==> config.mk <==
export PLATFORM = sky130hd
export DESIGN_NAME = instr_stream_loader_flat
export DESIGN_NICKNAME = d
export VERILOG_FILES = /design/src/rtl/instr_stream_loader_if.sv /design/src/rtl/instr_stream_loader.sv /design/src/flat_wrapper.sv
export SDC_FILE = /design/constraint.sdc
export NUM_CORES = 1
export LEC_CHECK = 0
export CAP_MARGIN = 30
export CORE_UTILIZATION = 52
export CTS_CLUSTER_DIAMETER = 30
export DETAILED_ROUTE_END_ITERATION = 16
export GPL_TIMING_DRIVEN = 0
export PLACE_DENSITY = 0.78
export SLEW_MARGIN = 25
export SYNTH_ARGS = -nofsm -noshare
export SYNTH_HDL_FRONTEND = slang
export SYNTH_SLANG_ARGS = --single-unit
==> constraint.sdc <==
create_clock -name clk -period 1.6 [get_ports clk]
set_input_delay 0.16 -clock clk [delete_from_list [all_inputs] [get_ports clk]]
set_output_delay 0.16 -clock clk [all_outputs]
set_load 0.005 [all_outputs]
==> src/rtl/instr_stream_loader_if.sv <==
// Byte-stream input and instruction-memory write bus of the loader.
// master = stream producer / memory side, slave = the loader.
interface instr_stream_loader_if #(
   parameter int WORD_BYTES = 4,
   parameter int ADDR_W     = 8
);
   logic                    in_valid;
   logic [7:0]              in_data;
   logic                    in_ready;
   logic                    imem_we;
   logic [ADDR_W-1:0]       imem_addr;
   logic [8*WORD_BYTES-1:0] imem_wdata;

   modport master (
      output in_valid, in_data,
      input  in_ready, imem_we, imem_addr, imem_wdata
   );

   modport slave (
      input  in_valid, in_data,
      output in_ready, imem_we, imem_addr, imem_wdata
   );
endinterface

==> src/rtl/instr_stream_loader.sv <==
// Packs an opcode+operand byte stream into words written to imem.
// Optional macro OPCODE_CHECK_EN drops words with unknown opcodes.
module instr_stream_loader #(
   parameter int WORD_BYTES = 4,
   parameter int ADDR_W     = 8
) (
   input  logic                clk,
   input  logic                rst,
   input  logic                start,
   input  logic                finish,
   instr_stream_loader_if.slave bus,
   output logic [ADDR_W:0]     instr_count,
   output logic                busy,
   output logic                done,
   output logic                full,
   output logic                err_partial,
   output logic                err_opcode
);

   typedef enum logic [2:0] {
      S_IDLE, S_OPCODE, S_OPERAND, S_WRITE, S_FULL
   } state_t;

   localparam int OPW = 8*(WORD_BYTES-1);
   localparam int IW  = $clog2(WORD_BYTES);
   localparam logic [IW-1:0]     LAST_IDX = IW'(WORD_BYTES-2);
   localparam logic [ADDR_W-1:0] ADDR_MAX = '1;

   state_t                  state;
   state_t                  state_nxt;
   logic [IW-1:0]           idx;
   logic [7:0]              opcode;
   logic [OPW-1:0]          ops;
   logic [OPW+7:0]          shifted;
   logic [ADDR_W-1:0]       addr;
   logic [8*WORD_BYTES-1:0] wdata;
   logic                    accept;
   logic                    last_op;
   logic                    word_ok;
   logic                    done_nxt;

   assign accept  = bus.in_valid & bus.in_ready;
   assign shifted = {ops, bus.in_data};
   assign last_op = (idx == LAST_IDX);

   assign bus.imem_addr  = addr;
   assign bus.imem_wdata = wdata;

   // state register
   always_ff @(posedge clk) begin
      if (rst) state <= S_IDLE;
      else     state <= state_nxt;
   end

   // next-state: start overrides everything, finish beats a byte
   always_comb begin
      state_nxt = state;
      if (start) begin
         state_nxt = S_OPCODE;
      end else begin
         unique case (state)
            S_IDLE:    state_nxt = S_IDLE;
            S_OPCODE: begin
               if (finish)      state_nxt = S_IDLE;
               else if (accept) state_nxt = S_OPERAND;
            end
            S_OPERAND: begin
               if (finish)                 state_nxt = S_IDLE;
               else if (accept && last_op) state_nxt = S_WRITE;
            end
            S_WRITE: begin
               if (finish)
                  state_nxt = S_IDLE;
               else if (word_ok && addr == ADDR_MAX)
                  state_nxt = S_FULL;
               else
                  state_nxt = S_OPCODE;
            end
            S_FULL:    state_nxt = S_FULL;
            default:   state_nxt = S_IDLE;
         endcase
      end
   end

   // state-decoded outputs
   always_comb begin
      bus.in_ready = (state == S_OPCODE) || (state == S_OPERAND);
      busy         = (state != S_IDLE) && (state != S_FULL);
      full         = (state == S_FULL);
      bus.imem_we  = (state == S_WRITE) && word_ok;
   end

   // a load ends via finish only from an active state
   always_comb begin
      done_nxt = !start && finish &&
                 ((state == S_OPCODE) ||
                  (state == S_OPERAND) ||
                  (state == S_WRITE));
   end

   // datapath: byte assembly, address and count
   always_ff @(posedge clk) begin
      if (rst) begin
         idx         <= '0;
         opcode      <= '0;
         ops         <= '0;
         addr        <= '0;
         wdata       <= '0;
         instr_count <= '0;
         err_partial <= 1'b0;
         done        <= 1'b0;
      end else begin
         done <= done_nxt;
         if (start) begin
            idx         <= '0;
            addr        <= '0;
            instr_count <= '0;
            err_partial <= 1'b0;
         end else begin
            unique case (state)
               S_OPCODE: begin
                  if (accept && !finish) begin
                     opcode <= bus.in_data;
                     idx    <= '0;
                  end
               end
               S_OPERAND: begin
                  if (finish) begin
                     err_partial <= 1'b1;
                  end else if (accept) begin
                     ops <= shifted[OPW-1:0];
                     idx <= idx + 1'b1;
                     if (last_op && word_ok)
                        wdata <= {opcode, shifted[OPW-1:0]};
                  end
               end
               S_WRITE: begin
                  if (word_ok) begin
                     instr_count <= instr_count + 1'b1;
                     if (addr != ADDR_MAX) addr <= addr + 1'b1;
                  end
               end
               default: begin
               end
            endcase
         end
      end
   end

`ifdef OPCODE_CHECK_EN
   function automatic logic op_legal(input logic [7:0] b);
      return (b >= 8'h80 && b <= 8'h87) ||
             (b >= 8'h89 && b <= 8'h90) ||
             (b == 8'h9F) || (b == 8'hA0) ||
             (b == 8'hB0);
   endfunction

   // classify each opcode as it is accepted
   always_ff @(posedge clk) begin
      if (rst) begin
         word_ok    <= 1'b1;
         err_opcode <= 1'b0;
      end else if (start) begin
         word_ok    <= 1'b1;
         err_opcode <= 1'b0;
      end else if (state == S_OPCODE && accept && !finish) begin
         word_ok <= op_legal(bus.in_data);
         if (!op_legal(bus.in_data)) err_opcode <= 1'b1;
      end
   end
`else
   assign word_ok    = 1'b1;
   assign err_opcode = 1'b0;
`endif

endmodule

==> src/flat_wrapper.sv <==
// flat-port wrapper written by rule: the top's interface ports become plain ports
module instr_stream_loader_flat 
#(
   parameter int WORD_BYTES = 4,
   parameter int ADDR_W     = 8
)
  (clk, rst, start, finish, instr_count, busy, done, full, err_partial, err_opcode, bus_in_valid, bus_in_data, bus_in_ready, bus_imem_we, bus_imem_addr, bus_imem_wdata);
  instr_stream_loader_if #(.WORD_BYTES(WORD_BYTES), .ADDR_W(ADDR_W)) bus_i ();
  input  logic clk;
  input  logic rst;
  input  logic start;
  input  logic finish;
  output logic [ADDR_W:0] instr_count;
  output logic busy;
  output logic done;
  output logic full;
  output logic err_partial;
  output logic err_opcode;
  input wire logic [$bits(bus_i.in_valid)-1:0] bus_in_valid;
  input wire logic [$bits(bus_i.in_data)-1:0] bus_in_data;
  output wire logic [$bits(bus_i.in_ready)-1:0] bus_in_ready;
  output wire logic [$bits(bus_i.imem_we)-1:0] bus_imem_we;
  output wire logic [$bits(bus_i.imem_addr)-1:0] bus_imem_addr;
  output wire logic [$bits(bus_i.imem_wdata)-1:0] bus_imem_wdata;
  assign bus_i.in_valid = bus_in_valid;
  assign bus_i.in_data = bus_in_data;
  assign bus_in_ready = bus_i.in_ready;
  assign bus_imem_we = bus_i.imem_we;
  assign bus_imem_addr = bus_i.imem_addr;
  assign bus_imem_wdata = bus_i.imem_wdata;
  instr_stream_loader #(.WORD_BYTES(WORD_BYTES), .ADDR_W(ADDR_W)) u_core (.clk(clk), .rst(rst), .start(start), .finish(finish), .bus(bus_i), .instr_count(instr_count), .busy(busy), .done(done), .full(full), .err_partial(err_partial), .err_opcode(err_opcode));
endmodule
==> metrics.sh, run 1 <==
CRITICAL_PATH_BUF_INV_COUNT=3
NUM_CTS_BUFFERS=9
TIMING.CRITICAL_PATH.FROM_TYPE='flop'
SYNTHXORXNORAREAFRAC=0.00245
DRV_SLEW=0
CRIT_PATH_MAX_FANOUT=8
GRT.OVERFLOW.TOTAL=0
DRT_DRC_VIOLATIONS_LEFT=4
MUXSHAREOFSYNTHAREA=0.0140
SYNTH_FP_NETS=431
MAX_FREQ_GHz=0.636
SINKS_ON_THE_CLOCK_NET=80
SYN-INSTANCE-COUNT=415
ANTENNA_CELLS=0
DRT_PASS1_ITERATIONS=11
MAX_CAP_VIOLATIONS=0
FINAL_CELL_MIX='76 x dfxtp_1, 68 x a21oi_1, 59 x clkdlybuf4s50_1'
CRITICAL-PATH-SLOWEST-CELL='or4b_1'
POST_DP_CELL_AREA_SQ_UM=4310
WIRELENGTH_MM=9.90
WL_PER_CELL_UM=17.1
TIMING.CRITICAL_PATH.REQUIRED_NS=1.83
TIMING.MAX_SLEW.REL_SLACK=0.578
POST_SYNTH_INSTANCE_AREA_SQ_UM=3570
DIE_Y_UM=84.9
CLK_ROOT_BUFFER_CELL='clkbuf_8'
PEAKVDDDROP_uV=516
PLACE_WS_NS=-0.365
ASYNC_RESET_FF_FRAC=0
FINAL_CLOCK_PERIOD_UTILIZATION_BY_THE_WORST_PATH=0.982
INITIAL_UTILIZATION=0.550
DRIVE_ABOVE_1_SHARE=0.161
SYNTH_FF_TYPE='dfxtp_1'
VIASPERCELL=6.28
DETAILED_PLACE_HPWL_MM=6.64
NUMBER_OF_GLOBAL_ROUTE_VIAS_BEFORE_REPAIR=3250
WORST_SKEW_PAIR.LATE_LATENCY_NS=0.37
RSZ0062_AT_GRT='true'
SYNTH_TOP_FAMILY_BY_AREA='compound AO/OA/AOI/OAI gates'
TIMING.FINAL.WS_SETUP_NS=0.0285
ARRIVAL_NS=1.81
POST_SYNTHESIS_ADDER_CELL_AREA_FRACTION=0.0105
YOSYS.AREA_SHARE.SIMPLE=0.206
TIMING.CRITICAL_PATH.SLOWEST_CELL_DELAY_NS=0.43
SYNTH_SEQ_AREA_SHARE=0.448
NNETSFINAL=513
RUN_STATUS='finished, violations left'
GLOBALPLACE.CONGESTION=0.874
SYNTH.DISTINCT_CELLS=45
SYNTH_COMPOUND_AREA_FRAC=0.247
DRT.ANTENNA.VIOLATING_NETS=0
ANTENNA_FOUND_INITIAL=0
ENDPOINT_KIND='flop'
SYN_TO_FINAL_GROWTH_PCT=34.0
GLOBALROUTETOTALUTIL=0.273
TIMING.CRITICAL_PATH.CELLS='buf_8 -> buf_4 -> or4b_1 -> buf_2 -> o21ai_2 -> a21oi_1'
FILLER_CELL_COUNT=483
PATH_CLASS='flop to flop'
MAXIMUM_NUMBER_OF_PINS_ON_ONE_NET_BEFORE_GLOBAL_ROUTE_REPAIR=14
FAILED_CHECKS='DRC'
WORST_PIN_SLEW_NS=0.631
FP.DIEAREA_SQ_UM=7200
FINAL_COMMON_CELL='dfxtp_1'
ROW_COUNT=29
NUMPORTBUFFERS=64
TIMING.HOLD.WORST.CLASS='primary input to flop'
INITIAL_DRC_COUNT=273
CTS_MAX_LEVEL=3
DIEWIDTH_UM=84.9
FINALCLOCKSKEW_NS=0.00650
POWER.DENSITY_CELL_AREA_nW_PER_UM2=850
STATIC-LEAKAGE-POWER_nW=1.59
SYNTH_WARNINGS=0
FINAL.MIN_CLOCK_PERIOD_NS=1.57
ROUTE.VIAS.TOTAL=3637
SYNTH_SEQ_CELLS=80
REPORT.FINAL.HOLD_VIOL_COUNT=0
IO_PINS=69
PER_INSTANCE_AVERAGE_AREA_AFTER_SYNTHESIS_SQ_UM=8.61
SYNTH_EDF_COUNT=0
FINALINSTANCEAREA_SQ_UM=4790
GRT_PASS1_WL_MM=15.7
FINAL-SETUP-VIOL-COUNT=0
FLOORPLAN.CORE_AREA_SQ_UM=6490
CTS_TREE='built'
CTS.CLK_SLEW.WORST_PATHS_NS=0.08
CLOCK_PATH_BUFFERS=2
CP_TOP_FAMILY='buffers and inverters'
[per-layer routing]
layer | global-route usage | routed length (um) | vias to the layer above
met4 | 0.111 | 217 | 0
li1 | - | - | 1723
met1 | 0.381 | 4430 | 1716
met2 | 0.411 | 4490 | 168
met3 | 0.0623 | 760 | 30
met5 | 0 | 0 | -
[layout make-up]
type	count	area (sq um)	share of cell area
Tap cell	77	96.3	0.0201
Timing Repair Buffer	73	707	0.148
Clock inverter	5	104	0.0217
Buffer	45	263	0.0549
Multi-Input combinational cell	278	1820	0.381
Clock buffer	11	141	0.0295
Sequential cell	80	1610	0.336
Inverter	10	42.5	0.00889
[sequential cells by signal, indices dropped and copies added (netlist names)]
name and count:
u_core.idx 2, u_core.instr_count 9, u_core.bus.imem_wdata 32, u_core.done 1
u_core.ops 16, u_core.bus.imem_addr 8, u_core.state 3, u_core.opcode 8
u_core.err_partial 1
[per-stage QoR]
step	hold slack (ns)	setup TNS [ns]	instances	util	total power [mW]
floorplan	0.308	0	415	-	2.16
global placement	0.456	-13.27	556	0.663	2.24
detailed placement	0.460	-15.63	556	0.663	2.25
CTS	0.170	-0.256	573	0.709	4.04
global route	0.176	-0.167	579	0.737	4.18
finish	0.179	0	579	0.737	4.07
[synth_stat cells (3+ instances only)]
| library cell | n | area, sq um |
|---|---|---|
| a31oi_1 | 4 | 25.0 |
| nand4_1 | 35 | 219 |
| buf_2 | 13 | 65.1 |
| clkbuf_1 | 27 | 101 |
| and3_1 | 3 | 18.8 |
| o21a_1 | 3 | 22.5 |
| nand2b_1 | 3 | 18.8 |
| nor2b_1 | 3 | 18.8 |
| a211oi_1 | 3 | 22.5 |
| o21ai_1 | 26 | 130 |
| mux2i_1 | 5 | 50.1 |
| or4_1 | 5 | 37.5 |
| nand3_1 | 30 | 150 |
| or3_1 | 5 | 31.3 |
| nand2_1 | 11 | 41.3 |
| buf_1 | 3 | 11.3 |
| inv_1 | 9 | 33.8 |
| ha_1 | 3 | 37.5 |
| nor2_1 | 6 | 22.5 |
| a21oi_1 | 68 | 340 |
| nor3_1 | 3 | 15.0 |
| o31ai_1 | 36 | 270 |
| dfxtp_1 | 80 | 1600 |
[where the power goes]
group	leakage [nW]	internal (mW)	switching [mW]	total, mW
clock	0.124	1.08	0.755	1.83
combinational	0.815	0.0840	0.151	0.235
sequential	0.647	1.99	0.00392	2.00
total	1.59	3.16	0.910	4.07
[path summary, 6_finish.rpt]
| check | startpoint | endpoint | slack [ns] | cells past startpoint |
|---|---|---|---|---|
| max | u_core.state[0] | u_core.opcode[3] | 0.03 | 6 |
| max reg2reg | u_core.state[0] | u_core.opcode[3] | 0.03 | 6 |
| min reg2reg | u_core.ops[14] | u_core.bus.imem_wdata[22] | 0.47 | 2 |
| min | finish | u_core.done | 0.18 | 2 |
[repair_timing]
item                                    in CTS  in global routing
hold buffers                                 0                  0
pin swaps                                    2                  1
endpoints found under the setup margin      36                 60
buffers inserted                             2                  7
resized for setup                           19                 60
[kinds of logic after synthesis]
logic type               after synthesis
buffers and inverters                 57
flip-flops                            80
AND/OR/NAND/NOR                      120
multiplexers                           5
XOR/XNOR                               1
AO/OA/AOI/OAI                        148
adder cells (fa/ha/maj)                3
other                                  1
(Power assumes the default switching activity.)
==> run 2: changes to the inputs <==
--- a/config.mk
+++ b/config.mk
@@ -10,5 +10,4 @@
 export CTS_CLUSTER_DIAMETER = 30
 export DETAILED_ROUTE_END_ITERATION = 16
-export GPL_TIMING_DRIVEN = 0
 export PLACE_DENSITY = 0.78
 export SLEW_MARGIN = 25
==> constraint.sdc (replaced) <==
create_clock -name clk -period 1.6 [get_ports clk]
set_input_delay 0.32 -clock clk [delete_from_list [all_inputs] [get_ports clk]]
set_output_delay 0.32 -clock clk [all_outputs]
set_load 0.005 [all_outputs]
==> run 2 against run 1 <==
The run ends with DRC, setup timing left. Flip-flop and latch count stayed put. Utilization is 1.8 points higher. Die area stayed put. Count of clock-buffer cells in the layout is 2 lower. Non-clock buffer count is 5 lower. Worst hold slack better by 0.082 ns. First-iteration DRC count is 19% higher. Clock power is 5% lower. Power is 2.5% lower. Critical path depth stayed put. Sequential power hardly changed. Critical endpoint is now u_core.instr_count[5]. Highest routed layer unchanged.
==> metrics.sh, run 2 (synthesized netlist as in run 1, its figures left out) <==
TIMING.FINAL.WS_SETUP_NS=-0.0328
FINAL_COMMON_CELL='a21oi_1'
INITIAL_UTILIZATION=0.550
REGISTER_AREA_SQ_UM=1640
RUN_STATUS='finished, violations left'
WHS_PATH_DEPTH=2
TIMING.MAX_SLEW.REL_SLACK=0.626
FINAL-SETUP-VIOL-COUNT=1
DETAILED_PLACE_HPWL_MM=5.93
ENDPOINT_KIND='flop'
GRT.OVERFLOW.TOTAL=0
PATH_CLASS='flop to flop'
TOP_SIGNAL_LAYER_USED='met4'
DIE_Y_UM=84.9
FINALCLOCKSKEW_NS=0.0128
MULTI_INPUT_LOGIC_AREA_SQ_UM=1800
REPORT.POWER.TOTAL_mW=3.96
DRT.ANTENNA.VIOLATING_NETS=0
IO_PINS=69
GLOBALPLACE.CONGESTION=0.829
WORST_SKEW_PAIR.LATE_LATENCY_NS=0.37
TIMING.CRITICAL_PATH.FROM_TYPE='flop'
FINAL_CELL_MIX='66 x a21oi_1, 62 x dfxtp_1, 58 x clkdlybuf4s50_1'
NUMBER_OF_GLOBAL_ROUTE_VIAS_BEFORE_REPAIR=3195
MAXIMUM_NUMBER_OF_PINS_ON_ONE_NET_BEFORE_GLOBAL_ROUTE_REPAIR=57
ANTENNA_FOUND_INITIAL=0
SINKS_ON_THE_CLOCK_NET=80
MET3_ROUTED_LENGTH_UM=541
ROW_COUNT=29
DRIVE_ABOVE_1_SHARE=0.203
CTS.CLK_SLEW.WORST_PATHS_NS=0.09
FINAL.MIN_CLOCK_PERIOD_NS=1.63
RSZ0062_AT_GRT='true'
FLOORPLAN.CORE_AREA_SQ_UM=6490
TIMING.CRITICAL_PATH.SLOWEST_CELL_DELAY_NS=0.51
PEAKVDDDROP_uV=437
GLOBALROUTETOTALUTIL=0.267
WL_MET2_MM=4.65
FILLER_CELL_COUNT=460
DIEWIDTH_UM=84.9
CLOCK_PATH_BUFFERS=2
STDCELL_COUNT=574
CTS_TREE='built'
WIRELENGTH_MM=9.68
DP.CELLS=549
CRIT_PATH_MAX_FANOUT=19
REG2REGPATHDEPTH=6
GRT_PASS1_WL_MM=15.4
FINAL_CLOCK_PERIOD_UTILIZATION_BY_THE_WORST_PATH=1.02
DRT_PASS1_ITERATIONS=11
DRV_SLEW=0
WL_PER_CELL_UM=16.9
TIMING.CRITICAL_PATH.CELLS='buf_6 -> buf_4 -> nand3b_4 -> buf_12 -> or4_1 -> a21oi_1'
FLIP_FLOP_COUNT_OF_THE_LARGEST_REGISTER_AFTER_LAYOUT=32
REPORT.FINAL.HOLD_VIOL_COUNT=0
CTS_HOLD_BUFFERS=0
WORST_PIN_SLEW_NS=0.561
NNETSFINAL=508
TIMING.CRITICAL_PATH.REQUIRED_NS=1.88
CRITICAL-PATH-SLOWEST-CELL='or4_1'
FAILED_CHECKS='DRC, setup timing'
VIASPERCELL=6.26
ANTENNA_CELLS=0
FP.DIEAREA_SQ_UM=7200
TIMING.HOLD.WORST.CLASS='primary input to flop'
INITIAL_DRC_COUNT=326
MAX_CAP_VIOLATIONS=0
NUMPORTBUFFERS=67
DETAIL_ROUTE.WIRELENGTH.MET1_MM=4.37
ARRIVAL_NS=1.91
MAX_FREQ_GHz=0.612
POWER.DENSITY_CELL_AREA_nW_PER_UM2=809
CLK_ROOT_BUFFER_CELL='clkbuf_8'
STATIC-LEAKAGE-POWER_nW=1.68
NUM_CTS_BUFFERS=9
SYN_TO_FINAL_GROWTH_PCT=37.2
ROUTE.VIAS.TOTAL=3593
DRT_DRC_VIOLATIONS_LEFT=4
CTS_MAX_LEVEL=3
run 2: cell count changes in the layout (fill, tap and decap cells not counted), moves of 3 or more:
cell / change
buf_4: +22
clkbuf_2: -9
clkbuf_1: -14
dlygate4sd2_1: +5
clkbuf_4: -3
dfxtp_2: +8
buf_2: -9
dfxtp_4: +6
buf_12: +5
dfxtp_1: -14
run 2: path summary, 6_finish.rpt:
check / startpoint / endpoint / slack [ns]
min: rst / u_core.state[0] / 0.26
max reg2reg: u_core.state[1] / u_core.instr_count[5] / -0.03
min reg2reg: u_core.opcode[7] / u_core.opcode[7] / 0.47
max: u_core.state[1] / u_core.instr_count[5] / -0.03
run 2: what timing repair did:
| action | 4_1_cts | 5_1_grt |
|---|---|---|
| pin swaps | 0 | 8 |
| endpoints found under the setup margin | 19 | 53 |
| cloned | 0 | 1 |
| buffers inserted | 4 | 4 |
| resized for setup | 41 | 17 |
run 2: metal layers:
layer,track usage,vias up
li1,-,1721
met1,0.362,1736
met2,0.428,127
met3,0.0486,9
met4,0.100,0
met5,0,-
run 2: power breakdown:
part           internal, mW  switching (mW)
sequential             1.98         0.00444
clock                 0.901           0.830
combinational         0.101           0.145
total                  2.99           0.979
run 2: final cells by class:
| type | instances | share of cell area |
|---|---|---|
| inverters | 10 | 0.00766 |
| multi-input cells | 278 | 0.367 |
| flip-flops and latches | 80 | 0.335 |
| repair buffers | 113 | 0.225 |
| well taps | 77 | 0.0197 |
| clock buffers | 9 | 0.0253 |
| clock inverters | 7 | 0.0209 |
run 2: critical path, delay by kind of cell, from the launching register on:
kind,cells,cell delay (ns)
AOI/OAI and AO/OA,1,0.19
buffers and inverters,3,0.38
DFF,1,0.39
and+or+nand+nor,2,0.60
run 2: through the flow:
step	hold WS [ns]	util	TNS [ns]	instance area [sq um]	setup WS [ns]
global placement	0.454	0.690	-11.31	4480	-0.234
floorplan	0.445	-	0	3570	0.144
finish	0.261	0.755	-0.0328	4900	-0.0328
detailed placement	0.462	0.690	-15.13	4480	-0.308
global route	0.281	0.755	-0.755	4900	-0.0867
CTS	0.254	0.737	-0.0613	4790	-0.0613
==> run 3: changes to the inputs <==
CORE_MARGIN = 4   (was default)
CTS_CLUSTER_SIZE = 12   (was default)
==> run 3 against run 2 <==
Critical path type unchanged. Largest power group unchanged. The run ends with setup timing left. Worst hold slack improved by 0.0021 ns. Cell area is 1.4% higher. Global-route usage shrank 3.0 points.
==> metrics.sh, run 3 (synthesized netlist as in run 1, its figures left out) <==
DRT_DRC_VIOLATIONS_LEFT=0
DETAILED_PLACE_HPWL_MM=6.14
FINAL_COMMON_CELL='a21oi_1'
FLIP_FLOP_COUNT_OF_THE_LARGEST_REGISTER_AFTER_LAYOUT=32
RSZ0062_AT_GRT='true'
GRT.OVERFLOW.TOTAL=0
DRIVE_ABOVE_1_SHARE=0.233
ENDPOINT_KIND='flop'
CTS.CLK_SLEW.WORST_PATHS_NS=0.09
POWER.DENSITY_CELL_AREA_nW_PER_UM2=801
DIEWIDTH_UM=90.9
MAXIMUM_NUMBER_OF_PINS_ON_ONE_NET_BEFORE_GLOBAL_ROUTE_REPAIR=57
WHS_PATH_DEPTH=2
DIE_Y_UM=90.9
TIMING.REG2REG.SETUP_SLACK_NS=-0.03
CLOCK_PATH_BUFFERS=2
NUMPORTBUFFERS=67
RUN_STATUS='finished, violations left'
REG2REGPATHDEPTH=5
MIN_DELAY_WORST_ENDPOINT='u_core.state[0]'
ANTENNA_CELLS=0
GLOBALROUTETOTALUTIL=0.237
PEAKVDDDROP_uV=677
PATH_CLASS='flop to flop'
CTS_HOLD_BUFFERS=0
REGISTER_AREA_SQ_UM=1650
TIMING.CRITICAL_PATH.REQUIRED_NS=1.83
FILLER_CELL_COUNT=459
WL_PER_CELL_UM=18.4
IO_PINS=69
GRT_PASS1_WL_MM=16.3
ROW_COUNT=29
REPORT.FINAL.HOLD_VIOL_COUNT=0
CRITICAL_PATH_BUF_INV_COUNT=2
CRIT_PATH_MAX_FANOUT=8
TIMING.CRITICAL_PATH.SLOWEST_CELL_DELAY_NS=0.62
FINALCLOCKSKEW_NS=0.0175
NUM_CTS_BUFFERS=9
INITIAL_UTILIZATION=0.550
ARRIVAL_NS=1.86
DRT.ANTENNA.VIOLATING_NETS=0
CRITICAL-PATH-SLOWEST-CELL='or4b_4'
MAX_FREQ_GHz=0.614
SYN_TO_FINAL_GROWTH_PCT=39.1
FLOORPLAN.CORE_AREA_SQ_UM=6490
FIN_TNS_SETUP_NS=-0.0492
FINAL_CELL_MIX='63 x a21oi_1, 59 x dfxtp_1, 58 x clkdlybuf4s50_1'
WORST_PIN_SLEW_NS=0.605
CTS_TREE='built'
FINAL.MIN_CLOCK_PERIOD_NS=1.63
DRT_PASS1_ITERATIONS=5
WORST_R2R_ENDPOINT='u_core.opcode[6]'
MULTI_INPUT_LOGIC_AREA_SQ_UM=1860
TIMING.FINAL.WS_SETUP_NS=-0.0299
CLK_ROOT_BUFFER_CELL='clkbuf_8'
NUMBER_OF_GLOBAL_ROUTE_VIAS_BEFORE_REPAIR=3293
TIMING.HOLD.WORST.CLASS='primary input to flop'
WIRELENGTH_MM=10.5
TIMING.CRITICAL_PATH.CELLS='buf_6 -> buf_6 -> or4b_4 -> o21ai_1 -> a21oi_1'
TIMING.CRITICAL_PATH.FROM_TYPE='flop'
WORSTSETUPSTARTPOINT='u_core.state[1]'
WORST_SKEW_PAIR.LATE_LATENCY_NS=0.37
FINALINSTANCEAREA_SQ_UM=4970
FP.DIEAREA_SQ_UM=8260
R2R_START='u_core.state[1]'
CP_TOP_FAMILY='simple AND/OR/NAND/NOR gates'
NNETSFINAL=505
CRITICAL-PATH-TOP-CELL-BY-COUNT='buf_6'
GLOBALPLACE.CONGESTION=0.848
DRV_SLEW=0
INITIAL_DRC_COUNT=392
FINAL-SETUP-VIOL-COUNT=4
STATIC-LEAKAGE-POWER_nW=1.69
SINKS_ON_THE_CLOCK_NET=80
MAX_CAP_VIOLATIONS=0
ANTENNA_FOUND_INITIAL=0
FINAL_CLOCK_PERIOD_UTILIZATION_BY_THE_WORST_PATH=1.02
HOLD_PATH.STARTPOINT='rst'
VIASPERCELL=6.38
TIMING.MAX_SLEW.REL_SLACK=0.597
FINAL_CORE_UTILIZATION=0.765
POST_DP_CELL_AREA_SQ_UM=4440
CTS_MAX_LEVEL=3
FAILED_CHECKS='setup timing'
ROUTE.VIAS.TOTAL=3645
run 3: cell count changes in the layout (fill, tap and decap cells not counted), moves of 2 or more:
cell	change
buf_6	+2
o21ai_2	+4
dfxtp_2	+2
o31ai_2	+7
a21oi_1	-3
a21oi_2	+3
buf_4	-5
o21ai_1	-4
dfxtp_1	-3
o31ai_1	-7
run 3: per-layer routing:
layer  vias to the layer above  track usage  routed length [um]
met2                       164        0.365                5140
met3                        20       0.0458                 671
met1                      1747        0.334                4540
met4                         0       0.0791                 179
met5                         -            0                   0
li1                       1714            -                   -
run 3: final cells by class:
| type | count | area share |
|---|---|---|
| inverter | 10 | 0.00755 |
| sequential | 80 | 0.332 |
| multi-input combinational | 278 | 0.375 |
| clock buffer | 9 | 0.0249 |
| tap | 77 | 0.0194 |
| clock inverter | 7 | 0.0214 |
| timing repair buffer | 110 | 0.220 |
run 3: worst max-delay path by stage:
stage / to / slack (ns) / depth (start not counted)
3_3_place_gp: u_core.opcode[6] / -0.24 / 4
5_1_grt: u_core.opcode[6] / -0.05 / 5
6_report: u_core.opcode[6] / -0.03 / 5
4_1_cts: bus_in_ready / -0.02 / 5
3_5_place_dp: u_core.opcode[6] / -0.29 / 4
2_1_floorplan: u_core.opcode[5] / 0.14 / 5
run 3: metrics by stage:
step	setup WS, ns	hold WS (ns)	power [mW]	instances
finish	-0.0299	0.263	3.98	571
global route	-0.0513	0.284	4.11	571
CTS	-0.0189	0.259	3.97	567
detailed placement	-0.286	0.458	2.27	545
global placement	-0.238	0.455	2.26	545
floorplan	0.144	0.445	2.16	415
run 3: power by group:
part | switching [mW] | internal, mW
combinational | 0.152 | 0.103
sequential | 0.00592 | 1.98
clock | 0.827 | 0.909
run 3: timing repair:
action / 4_1_cts / 5_1_grt
cloned: 0 / 2
setup buffers: 6 / 2
endpoints found under the hold margin: 0 / 0
endpoints found under the setup margin: 25 / 55
gates resized for setup: 43 / 37
pin swaps: 1 / 10
